===== config.mk =====
export PLATFORM = sky130hd
export DESIGN_NAME = cpu_control_unit
export DESIGN_NICKNAME = d
export VERILOG_FILES = /design/src/rtl/cpu_control_unit.sv
export SDC_FILE = /design/constraint.sdc
export NUM_CORES = 1
export LEC_CHECK = 0
export BUFFER_PORTS_ARGS = -buffer_cell sky130_fd_sc_hd__buf_2
export CAP_MARGIN = 20
export CORE_MARGIN = 4
export CORE_UTILIZATION = 25
export CTS_CLUSTER_SIZE = 14
export DETAILED_ROUTE_END_ITERATION = 6
export MAX_ROUTING_LAYER = met4
export PLACE_DENSITY = 0.58
export RECOVER_POWER = 50
export SLEW_MARGIN = 20
export SYNTH_ARGS = -nofsm -noshare
export SYNTH_HDL_FRONTEND = slang
export SYNTH_SLANG_ARGS = --single-unit

===== constraint.sdc =====
create_clock -name clk -period 1.48 [get_ports clk]
set_input_delay 0.296 -clock clk [delete_from_list [all_inputs] [get_ports clk]]
set_output_delay 0.296 -clock clk [all_outputs]
set_load 0.005 [all_outputs]

===== src/rtl/cpu_control_unit.sv =====
// Multicycle FSM control unit for the 8-bit CPU (fetch/decode/execute/mem/write-back).
// Optional: define CU_PC_END_HALT_EN to halt after the instruction fetched at pc==31.
module cpu_control_unit (
  input  logic       clk,
  input  logic       reset,
  input  logic [7:0] instruction,
  input  logic       zero_flag,
  input  logic [4:0] pc,
  output logic       pc_write,
  output logic       pc_src,
  output logic       ir_write,
  output logic       reg_write,
  output logic       reg_src,
  output logic [1:0] reg_dest,
  output logic [1:0] alu_op,
  output logic [1:0] alu_src1,
  output logic [1:0] alu_src2,
  output logic       imm_sel,
  output logic       mem_read,
  output logic       mem_write,
  output logic       mem_addr_src
);

  typedef enum logic [2:0] {
    ST_FETCH,
    ST_DECODE,
    ST_EXECUTE,
    ST_MEM,
    ST_WRITEBACK,
    ST_HALT
  } state_e;

  typedef enum logic [2:0] {
    OP_ADD,
    OP_SUB,
    OP_AND,
    OP_LOAD,
    OP_STORE,
    OP_JMP,
    OP_JZ,
    OP_HALT
  } opcode_e;

  state_e  state_q, state_d;
  logic    end_q, end_d;
  opcode_e opcode;
  logic    is_alu;
  logic    pc_at_end;
  state_e  done_state;

  assign opcode = opcode_e'(instruction[7:5]);
  assign is_alu = (opcode == OP_ADD) || (opcode == OP_SUB) || (opcode == OP_AND);

`ifdef CU_PC_END_HALT_EN
  assign pc_at_end = (pc == 5'd31);
`else
  logic unused_pc;
  assign unused_pc = ^pc;
  assign pc_at_end = 1'b0;
`endif

  // Where a completed instruction goes: HALT once the last PC slot has been fetched.
  assign done_state = end_q ? ST_HALT : ST_FETCH;

  always_ff @(posedge clk or posedge reset) begin
    if (reset) begin
      state_q <= ST_FETCH;
      end_q   <= 1'b0;
    end else begin
      state_q <= state_d;
      end_q   <= end_d;
    end
  end

  always_comb begin
    state_d = state_q;
    end_d   = end_q;
    case (state_q)
      ST_FETCH: begin
        state_d = ST_DECODE;
        if (pc_at_end) end_d = 1'b1;
      end
      ST_DECODE: begin
        case (opcode)
          OP_HALT:           state_d = ST_HALT;
          OP_LOAD, OP_STORE: state_d = ST_MEM;
          default:           state_d = ST_EXECUTE;
        endcase
      end
      ST_EXECUTE: begin
        if (is_alu) begin
          state_d = ST_WRITEBACK;
        end else if (opcode == OP_JMP || (opcode == OP_JZ && zero_flag)) begin
          // A taken branch leaves the end of memory, so normal fetching resumes.
          state_d = ST_FETCH;
          end_d   = 1'b0;
        end else begin
          state_d = done_state;
        end
      end
      ST_MEM: begin
        if (opcode == OP_LOAD) state_d = ST_WRITEBACK;
        else                   state_d = done_state;
      end
      ST_WRITEBACK: state_d = done_state;
      ST_HALT:      state_d = ST_HALT;
      default:      state_d = ST_FETCH;
    endcase
  end

  always_comb begin
    pc_write     = 1'b0;
    pc_src       = 1'b0;
    ir_write     = 1'b0;
    reg_write    = 1'b0;
    reg_src      = 1'b0;
    reg_dest     = '0;
    alu_op       = '0;
    alu_src1     = '0;
    alu_src2     = '0;
    imm_sel      = 1'b0;
    mem_read     = 1'b0;
    mem_write    = 1'b0;
    mem_addr_src = 1'b0;
    // Gated by reset so outputs drop the moment reset rises, not at the next edge.
    if (!reset) begin
      case (state_q)
        ST_FETCH: begin
          mem_read = 1'b1;
          ir_write = 1'b1;
          pc_write = !pc_at_end;
        end
        ST_DECODE: begin
          if (is_alu) begin
            alu_src1 = instruction[3:2];
            alu_src2 = instruction[1:0];
          end
        end
        ST_EXECUTE: begin
          if (is_alu) begin
            alu_op   = instruction[6:5];
            alu_src1 = instruction[3:2];
            alu_src2 = instruction[1:0];
            imm_sel  = instruction[4];
          end else if (opcode == OP_JMP) begin
            pc_write = 1'b1;
            pc_src   = 1'b1;
          end else if (opcode == OP_JZ) begin
            pc_write = zero_flag;
            pc_src   = 1'b1;
          end
        end
        ST_MEM: begin
          mem_addr_src = 1'b1;
          if (opcode == OP_LOAD) mem_read  = 1'b1;
          else                   mem_write = 1'b1;
        end
        ST_WRITEBACK: begin
          reg_write = 1'b1;
          if (is_alu) begin
            reg_dest = instruction[3:2];
            alu_op   = instruction[6:5];
            alu_src1 = instruction[3:2];
            alu_src2 = instruction[1:0];
            imm_sel  = instruction[4];
          end else begin
            reg_src = 1'b1;
          end
        end
        default: ;
      endcase
    end
  end

endmodule


# Word level (Yosys, flattened, before mapping)
# Cells that the tools add are included.
# Widths: inputs -> output; s select.
# word_totals
elab_cells	63
inputBits	16
ram_bits	0
rom_bits	0
latch_bits	0
regBits	3
n_memories	0
# op_classes
n_eq_ne	12
addsub	0
n_mux	43
n_reduce_logical	7
n_bitwise	0
n_lt_le_gt_ge	0
shifts	0
n_div	0
multipliers	0
# op_table
operator	count
$mux 1	26
$mux 2	11
$eq 3x3->1 const B	6
$pmux 3 s5	1
$eq 3x2->1 const B	4
$eq 3x1->1 const B	2
$logic_not 3->1	2
$mux 3	2
$pmux 3 s2	1
$pmux 1 s2	2
$reduce_or 2->1	2
$reduce_or 3->1	1
$logic_or 1x1->1	2

# Longest topological paths before layout
# Gate-level depths: netlist of run 1.
# logic_depth
depth_word	6
ltp_mapped	4

# Least setup slack after synthesis of run 1
# OpenSTA, ideal clock, no wires.
# synth_timing
path_type	flip-flop to output port
startpoint	register state_q[2]
endpoint	output pc_src
setup_slack_ns	0.085
t_arrival_ns	1.099
path_stages_with_launch	4
path_cell_list	dfrtp_1 buf_6 or3_4 nor3_2
# synth_via
elab_chain_cells	3
# synth_rtl
element	line	text
from (decl)	44	state_e state_q, state_d;
from (signal assigned)	70	state_q <= state_d;
$eq 3x2->1	127	case (state_q)
$mux 1	127	
$mux 1	126	if (!reset) begin
to (decl)	10	output logic pc_src,
# Every way passes these cells.

# Worst setup path after layout of run 1
# layout_timing
startpoint	register state_q[0]
endpoint	output mem_read
# layout_via
elab_chain_cells	3
# layout_rtl
element	line	text
$eq 3x2->1 or $logic_not 3->1 (tied branches)	127	
$pmux 1 s2 *	127	
$mux 1 *	126	
to (decl)	19	output logic mem_read,
# Every way passes the cells marked *; elsewhere a longest branch is shown, timed or not.

==> results of run 1 <==
-- synthesized netlist by cell type (2+ instances only) --
master / instances / area share [%]
nor2b_1: 3 / 4.2
o21ai_0: 2 / 2.3
a21oi_1: 2 / 2.3
nor2_1: 7 / 5.9
a211oi_1: 3 / 5.1
and3_1: 4 / 5.6
nor3_2: 2 / 4.5
inv_1: 7 / 5.9
xnor2_1: 3 / 5.9
buf_6: 2 / 5.1
nor3_1: 2 / 2.3
buf_4: 2 / 3.4
nand2b_1: 2 / 2.8
dfrtp_1: 3 / 17
nand2_1: 2 / 1.7
-- through the flow --
step           area, sq um  util, %
2_1_floorplan        442.9        -
3_3_place_gp         596.8    37.44
3_5_place_dp         596.8    37.44
4_1_cts              678.2    42.54
5_1_grt              706.9    44.35
6_report             706.9    44.35
-- final timing paths --
kind | from | endpoint | slack [ps]
setup / recovery | state_q[0] | mem_read | -190
hold / removal | reset | state_q[1] | 20
setup reg to reg | state_q[0] | state_q[0] | 180
hold reg to reg | state_q[2] | state_q[1] | 680
max in group asynchronous | reset | state_q[0] | 1330
min in group clk | instruction[7] | state_q[1] | 410
-- power groups by stage --
stage	Sequential, mW	Clock (mW)	Combinational (mW)
global route	0.228	0.165	0.691
floorplan	0.146	0	0.420
finish	0.217	0.139	0.623
global placement	0.209	0	0.469
detailed placement	0.211	0	0.475
CTS	0.215	0.148	0.591
-- layout make-up --
| cell class | count | area (sq um) | area share (%) |
|---|---|---|---|
| Clock buffer | 4 | 26.28 | 3.717 |
| Inverter | 7 | 26.28 | 3.717 |
| Multi-Input combinational cell | 44 | 317.8 | 44.96 |
| Sequential cell | 3 | 78.83 | 11.15 |
| Tap cell | 24 | 30.03 | 4.248 |
| Timing Repair Buffer | 38 | 227.7 | 32.21 |
-- metal layers --
layer	wire length [um]	part of all wire (%)	GRT usage, %	vias to the layer above
met3	92	7.7	2.711	0
met4	0	0	8.295	0
met5	0	0	-	-
li1	-	-	-	275
met1	515	43	11.69	231
met2	582	49	18.70	17
-- repair_timing --
| action | CTS | global route |
|---|---|---|
| resized for setup | 5 | 3 |
| buffers inserted | 5 | 2 |
| pin swaps | 6 | 3 |
| endpoints found under the setup margin | 17 | 17 |
-- cells by family after synthesis --
group	count (synthesis)	synth area share, %
DFF	3	16.95
and+or+nand+nor	28	40.68
buffers and inverters	12	15.25
AOI/OAI and AO/OA	12	19.21
xor gates and xnor gates	4	7.911
==> impl_metrics.tcl, run 1 <==
set metrics [dict create \
    holdBufCountCts 0 \
    detail-route-antenna-nets 0 \
    peakVddDrop_mv 0.7226 \
    max_flop_register "state_q" \
    timing.setup.tns_ps -2115 \
    timing.critical_path.to_type "output port" \
    timing.critical_path.depth 6 \
    drv_cap 0 \
    detail_route.iter0.violations 0 \
    diodes 0 \
    cellPowerDensity_mw_per_mm2 1386 \
    grt_start_max_net_pins 11 \
    number_of_global_route_vias_before_repair 491 \
    placement.setup.worst_slack_ps -16.39 \
    area_delta_synth_final_pct 59.60 \
    power.combinational.fraction_pct 63.6 \
    cts_buffers 3 \
    violated_checks "negative setup slack" \
    timing.setup.critical_path_class "register to output port" \
    post_layout_min_period_ps 1670 \
    post_route_cells_drive_above_1_share_pct 54.17 \
    cp_num_buf_inv 3 \
    arrival_ps 1370 \
    instances_no_fill 120 \
    num-fill-cells 182 \
    crit_path_frequent_cell "buf_4" \
    timing.hold.ws_ps 17.14 \
    final_cell_mix "buf_2, buf_4, inv_1, nor2_1, and3_1" \
    synth_register_bits 3 \
    place.detailed.hpwl_um 936.6 \
    detail_route.wirelength_mm 1.190 \
    placementRows 14 \
    outcome "finished with violations" \
    timing.slew.headroom_pct 82.06 \
    detailroute.via_count 523 \
    synth_edf_count 0 \
    cts.clk_slew.worst_paths_ps 40 \
    worstSkewPairLatency_ps 230 \
    finish.net_count 113 \
    dieWidth_um 50.09 \
    max_slew.worst_pin.slew_ps 268.6 \
    cts_num_sinks 3 \
    sequentialPowerShare_pct 22.2 \
    ys_dominant_reg_cell "dfrtp_1" \
    max_freq_mhz 598.7 \
    power_frac_clock_pct 14.2 \
    ctsHtreeMaxLevel 1 \
    io_buffers 27 \
    synth_sequential_area_ratio_pct 16.95 \
    floorplan.die.height_um 50.09 \
    synthDistinctLibCells 28 \
    synth-warning-count 0 \
    mappedNetlistArea_sq_um 442.9 \
    crit_family "flip-flops" \
    grt_util_all_layers_pct 11.37 \
    global_route_wire_length_before_repair_mm 2.111 \
    grt_setup_unrepaired "yes" \
    crit_fanout 6 \
    p_total_mw 0.9797 \
    initial_utilization_pct 27.79 \
    power.switching_mw 0.3914 \
    floorplan.die_area_sq_mm 0.002509 \
    timing.critical_path.required_ps 1180 \
    tritoncts_clock_tree "built" \
    postSynthNetCount 75 \
    synth-async-reset-ratio_pct 100.0 \
    worst_clock_skew_ps 1.264 \
    avgSynthCellArea_sq_um 7.507 \
    power_switching_share_pct 39.95 \
    wl_per_cell_um 9.917 \
    biggestRegsByFlops "state_q: 3 flops" \
    globalplace.congestion 0.8250 \
    largest_register_ff_count 3 \
    vias_per_cell 4.358 \
    cp_max_delay_cell "dfrtp_2" \
    initial_antenna_violation_count 0 \
    first_pass_iters 1 \
    min_path_type "input pin to asynchronous set/reset pin" \
    worst_r2r_path_depth 5 \
    critical_path_cell_by_cell "buf_4 > buf_4 > nor2_1 > a31oi_1 > nor3_1 > buf_2" \
    floorplan.core_area_sq_mm 0.001594 \
    dp_cells 109 \
    crit_path_start_kind "register" \
    setup_violations 16 \
    internal-power_mw 0.5883 \
    critPathMaxStageDelay_ps 450 \
    drv_slew 0 \
    floorplan.io_pins 33 \
    cellLeakagePower_nw 0.3854 \
    grt_remaining_overflow 0 \
    clock_tree.root_cell "clkbuf_4" \
    timing_hold_violations_final 0 \
    drt_drc_violations_left 0 \
    postLayoutSetupSlackWorst_ps -190.3 \
    max-clock-path-buffers 2 \
    layout_worst_path_cycle_share_pct 112.9 \
    netlist_instances 59 \
    final_common_cell "buf_2" \
]
Note: power is estimated with default switching activity, not from simulation.
==> run 2, diff against run 1 <==
- CTS_BUF_LIST: unset -> sky130_fd_sc_hd__clkbuf_8
==> impl_metrics.tcl, run 2 (synthesis results as in run 1) <==
set metrics [dict create \
    outcome "finished with violations" \
    violated_checks "negative setup slack" \
    io_buffers 27 \
    first_pass_iters 2 \
    global_route_wire_length_before_repair_mm 1.980 \
    layout_worst_path_cycle_share_pct 112.4 \
    drt_drc_violations_left 0 \
    tritoncts_clock_tree "built" \
    crit_path_frequent_cell "buf_4" \
    worstSkewPairLatency_ps 210 \
    timing.slew.headroom_pct 82.35 \
    cp_max_delay_cell "dfrtp_2" \
    cts_num_sinks 3 \
    floorplan.io_pins 33 \
    critical_path_cell_by_cell "buf_4 > buf_4 > nor2_1 > a31oi_1 > nor3_1 > buf_2" \
    max_freq_mhz 600.9 \
    final_common_cell "buf_2" \
    area_delta_synth_final_pct 61.86 \
    timing.setup.tns_ps -2060 \
    seq_area_sq_um 78.83 \
    detail_route.wirelength_mm 1.199 \
    timing.critical_path.required_ps 1180 \
    setup_violations 16 \
    place.detailed.hpwl_um 936.6 \
    sequentialPowerShare_pct 21.1 \
    largest_register_ff_count 3 \
    power_switching_share_pct 38.49 \
    multiInputGateArea_sq_um 320.3 \
    crit_fanout 7 \
    timing_hold_violations_final 0 \
    cellPowerDensity_mw_per_mm2 1464 \
    initial_antenna_violation_count 0 \
    number_of_global_route_vias_before_repair 459 \
    ctsHtreeMaxLevel 1 \
    cts_buffers 3 \
    grt_start_max_net_pins 11 \
    clock_tree.root_cell "clkbuf_8" \
    drv_cap 0 \
    max_flop_register "state_q" \
    placement.setup.worst_slack_ps -16.39 \
    power.combinational.fraction_pct 57.1 \
    post_route_cells_drive_above_1_share_pct 54.74 \
    detail-route-antenna-nets 0 \
    floorplan.die_area_sq_mm 0.002509 \
    final_cell_mix "buf_2, buf_4, inv_1" \
    internal-power_mw 0.6456 \
    detail_route.iter0.violations 8 \
    cts.clk_slew.worst_paths_ps 30 \
    peakVddDrop_mv 0.6465 \
    crit_path_start_kind "register" \
    min_path_type "input pin to asynchronous set/reset pin" \
    worst_r2r_path_depth 5 \
    worst-r2r-setup-slack_ps 190 \
    critPathMaxStageDelay_ps 450 \
    power.switching_mw 0.4040 \
    num-fill-cells 178 \
    grt_setup_unrepaired "yes" \
    max-clock-path-buffers 2 \
    power_frac_clock_pct 21.8 \
    placementRows 14 \
    biggestRegsByFlops "state_q: 3 flops" \
    initial_utilization_pct 27.79 \
    detailroute.via_count 516 \
    floorplan.die.height_um 50.09 \
    worst_clock_skew_ps 1.460 \
    vias_per_cell 4.336 \
    globalplace.congestion 0.8250 \
    cellLeakagePower_nw 0.3914 \
    max_slew.worst_pin.slew_ps 263.6 \
    timing.critical_path.to_type "output port" \
    grt_remaining_overflow 0 \
    floorplan.core_area_sq_mm 0.001594 \
    finish.net_count 112 \
    arrival_ps 1370 \
    p_total_mw 1.050 \
    timing.setup.critical_path_class "register to output port" \
    drv_slew 0 \
    postLayoutSetupSlackWorst_ps -184.1 \
    dieWidth_um 50.09 \
    wl_per_cell_um 10.08 \
    post_layout_min_period_ps 1664 \
    grt_util_all_layers_pct 10.73 \
    holdBufCountCts 0 \
    diodes 0 \
]
## run 2: worst max-delay path: cells and delay by family (launching register included)
kind / cells / cell delay [ps]
buffers and inverters: 3 / 430
DFF: 1 / 450
AOI/OAI and AO/OA: 1 / 50
and+or+nand+nor: 2 / 230
## run 2: timing repair
item | CTS | global route
setup buffers | 3 | 3
pin swaps | 7 | 3
resized for setup | 5 | 3
setup endpoints to repair | 17 | 17
## run 2: area by class of cell
class                   instances  area share [%]
multi-input cells              44           44.68
repair buffers                 37           30.19
flip-flops and latches          3           10.99
clock buffers                   3           5.759
well taps                      24           4.188
inverters                       7           3.665
clock inverters                 1          0.5236
## run 2: worst paths after layout
path | startpoint | end
max | state_q[0] | mem_read
min | reset | state_q[1]
max reg2reg | state_q[0] | state_q[0]
min reg2reg | state_q[2] | state_q[1]
max in group asynchronous | reset | state_q[0]
min in group clk | instruction[7] | state_q[1]
## run 2: power groups by stage
stage | Sequential, mW | Clock [mW] | Combinational, mW
after CTS | 0.222 | 0.233 | 0.542
after floorplan | 0.146 | 0 | 0.420
after detailed placement | 0.211 | 0 | 0.475
after global placement | 0.209 | 0 | 0.469
final | 0.222 | 0.228 | 0.599
after global routing | 0.231 | 0.252 | 0.659
## run 2: through the flow
step | cells | util (%) | cell area (sq um) | hold WS, ps
floorplan | 59 | - | 442.9 | 49.64
global placement | 109 | 37.44 | 596.8 | 240.8
detailed placement | 109 | 37.44 | 596.8 | 240.5
CTS | 116 | 42.62 | 679.4 | 28.41
global route | 119 | 44.98 | 716.9 | 35.92
finish | 119 | 44.98 | 716.9 | 31.67
## run 2: per-layer routing
layer / vias to the layer above / share of wire, % / track usage (%)
li1: 276 / - / -
met1: 219 / 46 / 12.41
met2: 19 / 44 / 16.30
met3: 2 / 8.1 / 2.711
met4: 0 / 1.4 / 6.912
met5: - / 0 / -
==> run 3, diff against run 2 <==
- ABC_AREA: unset -> 1
- SKIP_LAST_GASP: unset -> 1
==> impl_metrics.tcl, run 3 <==
set metrics [dict create \
    grt_setup_unrepaired "yes" \
    synthDistinctLibCells 17 \
    initial_antenna_violation_count 0 \
    tritoncts_clock_tree "built" \
    critical_path_end "alu_src2[1]" \
    initial_utilization_pct 26.59 \
    cp_num_buf_inv 2 \
    worstSkewPairLatency_ps 220 \
    finish.net_count 126 \
    timing.critical_path.required_ps 1180 \
    finalCoreUtilization_pct 41.09 \
    diodes 0 \
    cts.clk_slew.worst_paths_ps 30 \
    cts_num_sinks 3 \
    post_layout_min_period_ps 1578 \
    worst_r2r_startpoint "state_q[0]" \
    placementRows 15 \
    detail_route.wirelength_mm 1.290 \
    largest_register_ff_count 3 \
    min_path_type "input pin to asynchronous set/reset pin" \
    clock_tree.root_cell "clkbuf_8" \
    postSynthNetCount 93 \
    max_slew.worst_pin.slew_ps 371.9 \
    timing.slew.headroom_pct 75.18 \
    dpl_cell_area_sq_um 614.3 \
    timing.critical_path.to_type "output port" \
    timing.setup.tns_ps -827.1 \
    critPathMaxStageDelay_ps 450 \
    dp_cells 128 \
    setup_violations 12 \
    floorplan.io_pins 33 \
    io_buffers 27 \
    number_of_global_route_vias_before_repair 516 \
    ctsHtreeMaxLevel 1 \
    worst_r2r_path_depth 4 \
    final_common_cell "buf_2" \
    first_pass_iters 2 \
    synth_register_bits 3 \
    cp_max_delay_cell "dfrtp_2" \
    grt_remaining_overflow 0 \
    place.detailed.hpwl_mm 1.019 \
    mappedNetlistArea_sq_um 459.2 \
    outcome "finished with violations" \
    drt_drc_violations_left 0 \
    holdBufCountCts 0 \
    cellLeakagePower_nw 0.4353 \
    ys_dominant_reg_cell "dfrtp_1" \
    cellPowerDensity_mw_per_mm2 1419 \
    synth-warning-count 0 \
    most_used_standard_cells_in_the_synthesized_netlist "nand2_1, inv_1, nor2_1" \
    crit_fanout 6 \
    multiInputGateArea_sq_um 326.6 \
    timing_hold_violations_final 0 \
    detail_route.iter0.violations 10 \
    vias_per_cell 4.254 \
    placement.setup.worst_slack_ps 30.27 \
    instances_no_fill 134 \
    synth_sequential_area_ratio_pct 16.35 \
    post_route_cells_drive_above_1_share_pct 51.38 \
    biggestRegsByFlops "state_q: 3 flops" \
    area_delta_synth_final_pct 54.50 \
    layout_worst_path_cycle_share_pct 106.6 \
    synth_top_area_share_pct 16.35 \
    global_route_wire_length_before_repair_mm 1.973 \
    detail-route-antenna-nets 0 \
    num-fill-cells 203 \
    peakVddDrop_mv 0.6592 \
    final_cell_mix "buf_2, inv_1, nand2_1" \
    cell_with_the_most_instances_after_synthesis "nand2_1" \
    max-clock-path-buffers 2 \
    cts_buffers 3 \
    globalplace.congestion 0.7326 \
    floorplan.die.height_um 50.86 \
    max_flop_register "state_q" \
    dieWidth_um 50.86 \
    seq_area_sq_um 77.57 \
    violated_checks "negative setup slack" \
    yosys.area.top_type "dfrtp_1" \
    avgSynthCellArea_sq_um 5.964 \
    grt_start_max_net_pins 11 \
    wl_per_cell_um 9.627 \
    drv_slew 0 \
    crit_family "simple AND/OR/NAND/NOR gates" \
    timing.setup.critical_path_class "register to output port" \
    synthTopCellsByArea "dfrtp_1, nand2_1, inv_1, nor2_1, nand3_1" \
    floorplan.core_area_sq_mm 0.001727 \
    post_layout_inst_area_sq_um 709.4 \
    crit-reg2reg-capture "state_q[2]" \
    timing.critical_path.depth 7 \
    postLayoutSetupSlackWorst_ps -97.50 \
    floorplan.die_area_sq_mm 0.002586 \
    crit_path_start_kind "register" \
    grt_util_all_layers_pct 9.994 \
    critical_path_cell_by_cell "nand2_4 > nor2_4 > nor2_4 > nand2_4 > nand2_1 > inv_1 > buf_2" \
    p_total_mw 1.007 \
    worst_clock_skew_ps 7.663 \
    worst-r2r-setup-slack_ps 530 \
    synth-async-reset-ratio_pct 100.0 \
    netlist_instances 77 \
    drv_cap 0 \
    arrival_ps 1280 \
    timing.critical_path.from "state_q[1]" \
    max_freq_mhz 633.9 \
    timing.hold.ws_ps 110.5 \
    detailroute.via_count 570 \
    synth_edf_count 0 \
]
run 3: changes by cell type after synthesis, moves of 3 or more:
| cell | before | now |
|---|---|---|
| xnor2_1 | 3 | 0 |
| inv_2 | 0 | 4 |
| nand2_4 | 0 | 3 |
| nand2_2 | 0 | 4 |
| nor2_1 | 7 | 12 |
| nand3_1 | 0 | 8 |
| a211oi_1 | 3 | 0 |
| nand2_1 | 2 | 15 |
| nor2b_1 | 3 | 0 |
| inv_1 | 7 | 13 |
| and3_1 | 4 | 0 |
run 3: cell families (layout without fill, tap and decap cells):
kind of cell           after synthesis  count (layout)  synth area share (%)
flip-flops                           3               3                 16.35
buffers and inverters               18              50                 16.35
AND/OR/NAND/NOR                     52              52                 62.12
AO/OA/AOI/OAI                        4               4                 5.179
run 3: cell type report:
| class | count | area share (%) |
|---|---|---|
| Sequential cell | 3 | 10.93 |
| Timing Repair Buffer | 29 | 22.93 |
| Multi-Input combinational cell | 56 | 46.03 |
| Tap cell | 25 | 4.409 |
| Clock buffer | 3 | 5.820 |
| Inverter | 17 | 9.347 |
| Clock inverter | 1 | 0.5291 |
run 3: power by group:
group	internal, mW	switching [mW]	total (mW)
combinational	0.233	0.349	0.582
clock	0.177	0.0554	0.232
sequential	0.126	0.0666	0.193
total	0.536	0.471	1.01
run 3: how the worst min path moves through the flow:
stage | to | start
floorplan | state_q[0] | reset
global placement | state_q[1] | reset
detailed placement | state_q[1] | reset
CTS | state_q[2] | reset
global route | state_q[2] | reset
finish | state_q[2] | reset
run 3: routing by layer:
layer	wire length, um	track usage [%]	vias to the layer above
li1	-	-	301
met1	529	11.15	252
met4	8	4.036	0
met3	42	0.8746	2
met2	710	18.26	15
met5	0	-	-
run 3: what timing repair did:
item                                    CTS  global route
pin swaps                                 1             8
resized for setup                         1            11
cloned                                    0             0
setup buffers                             1             1
hold endpoints to repair                  0             0
endpoints found under the setup margin   15            16
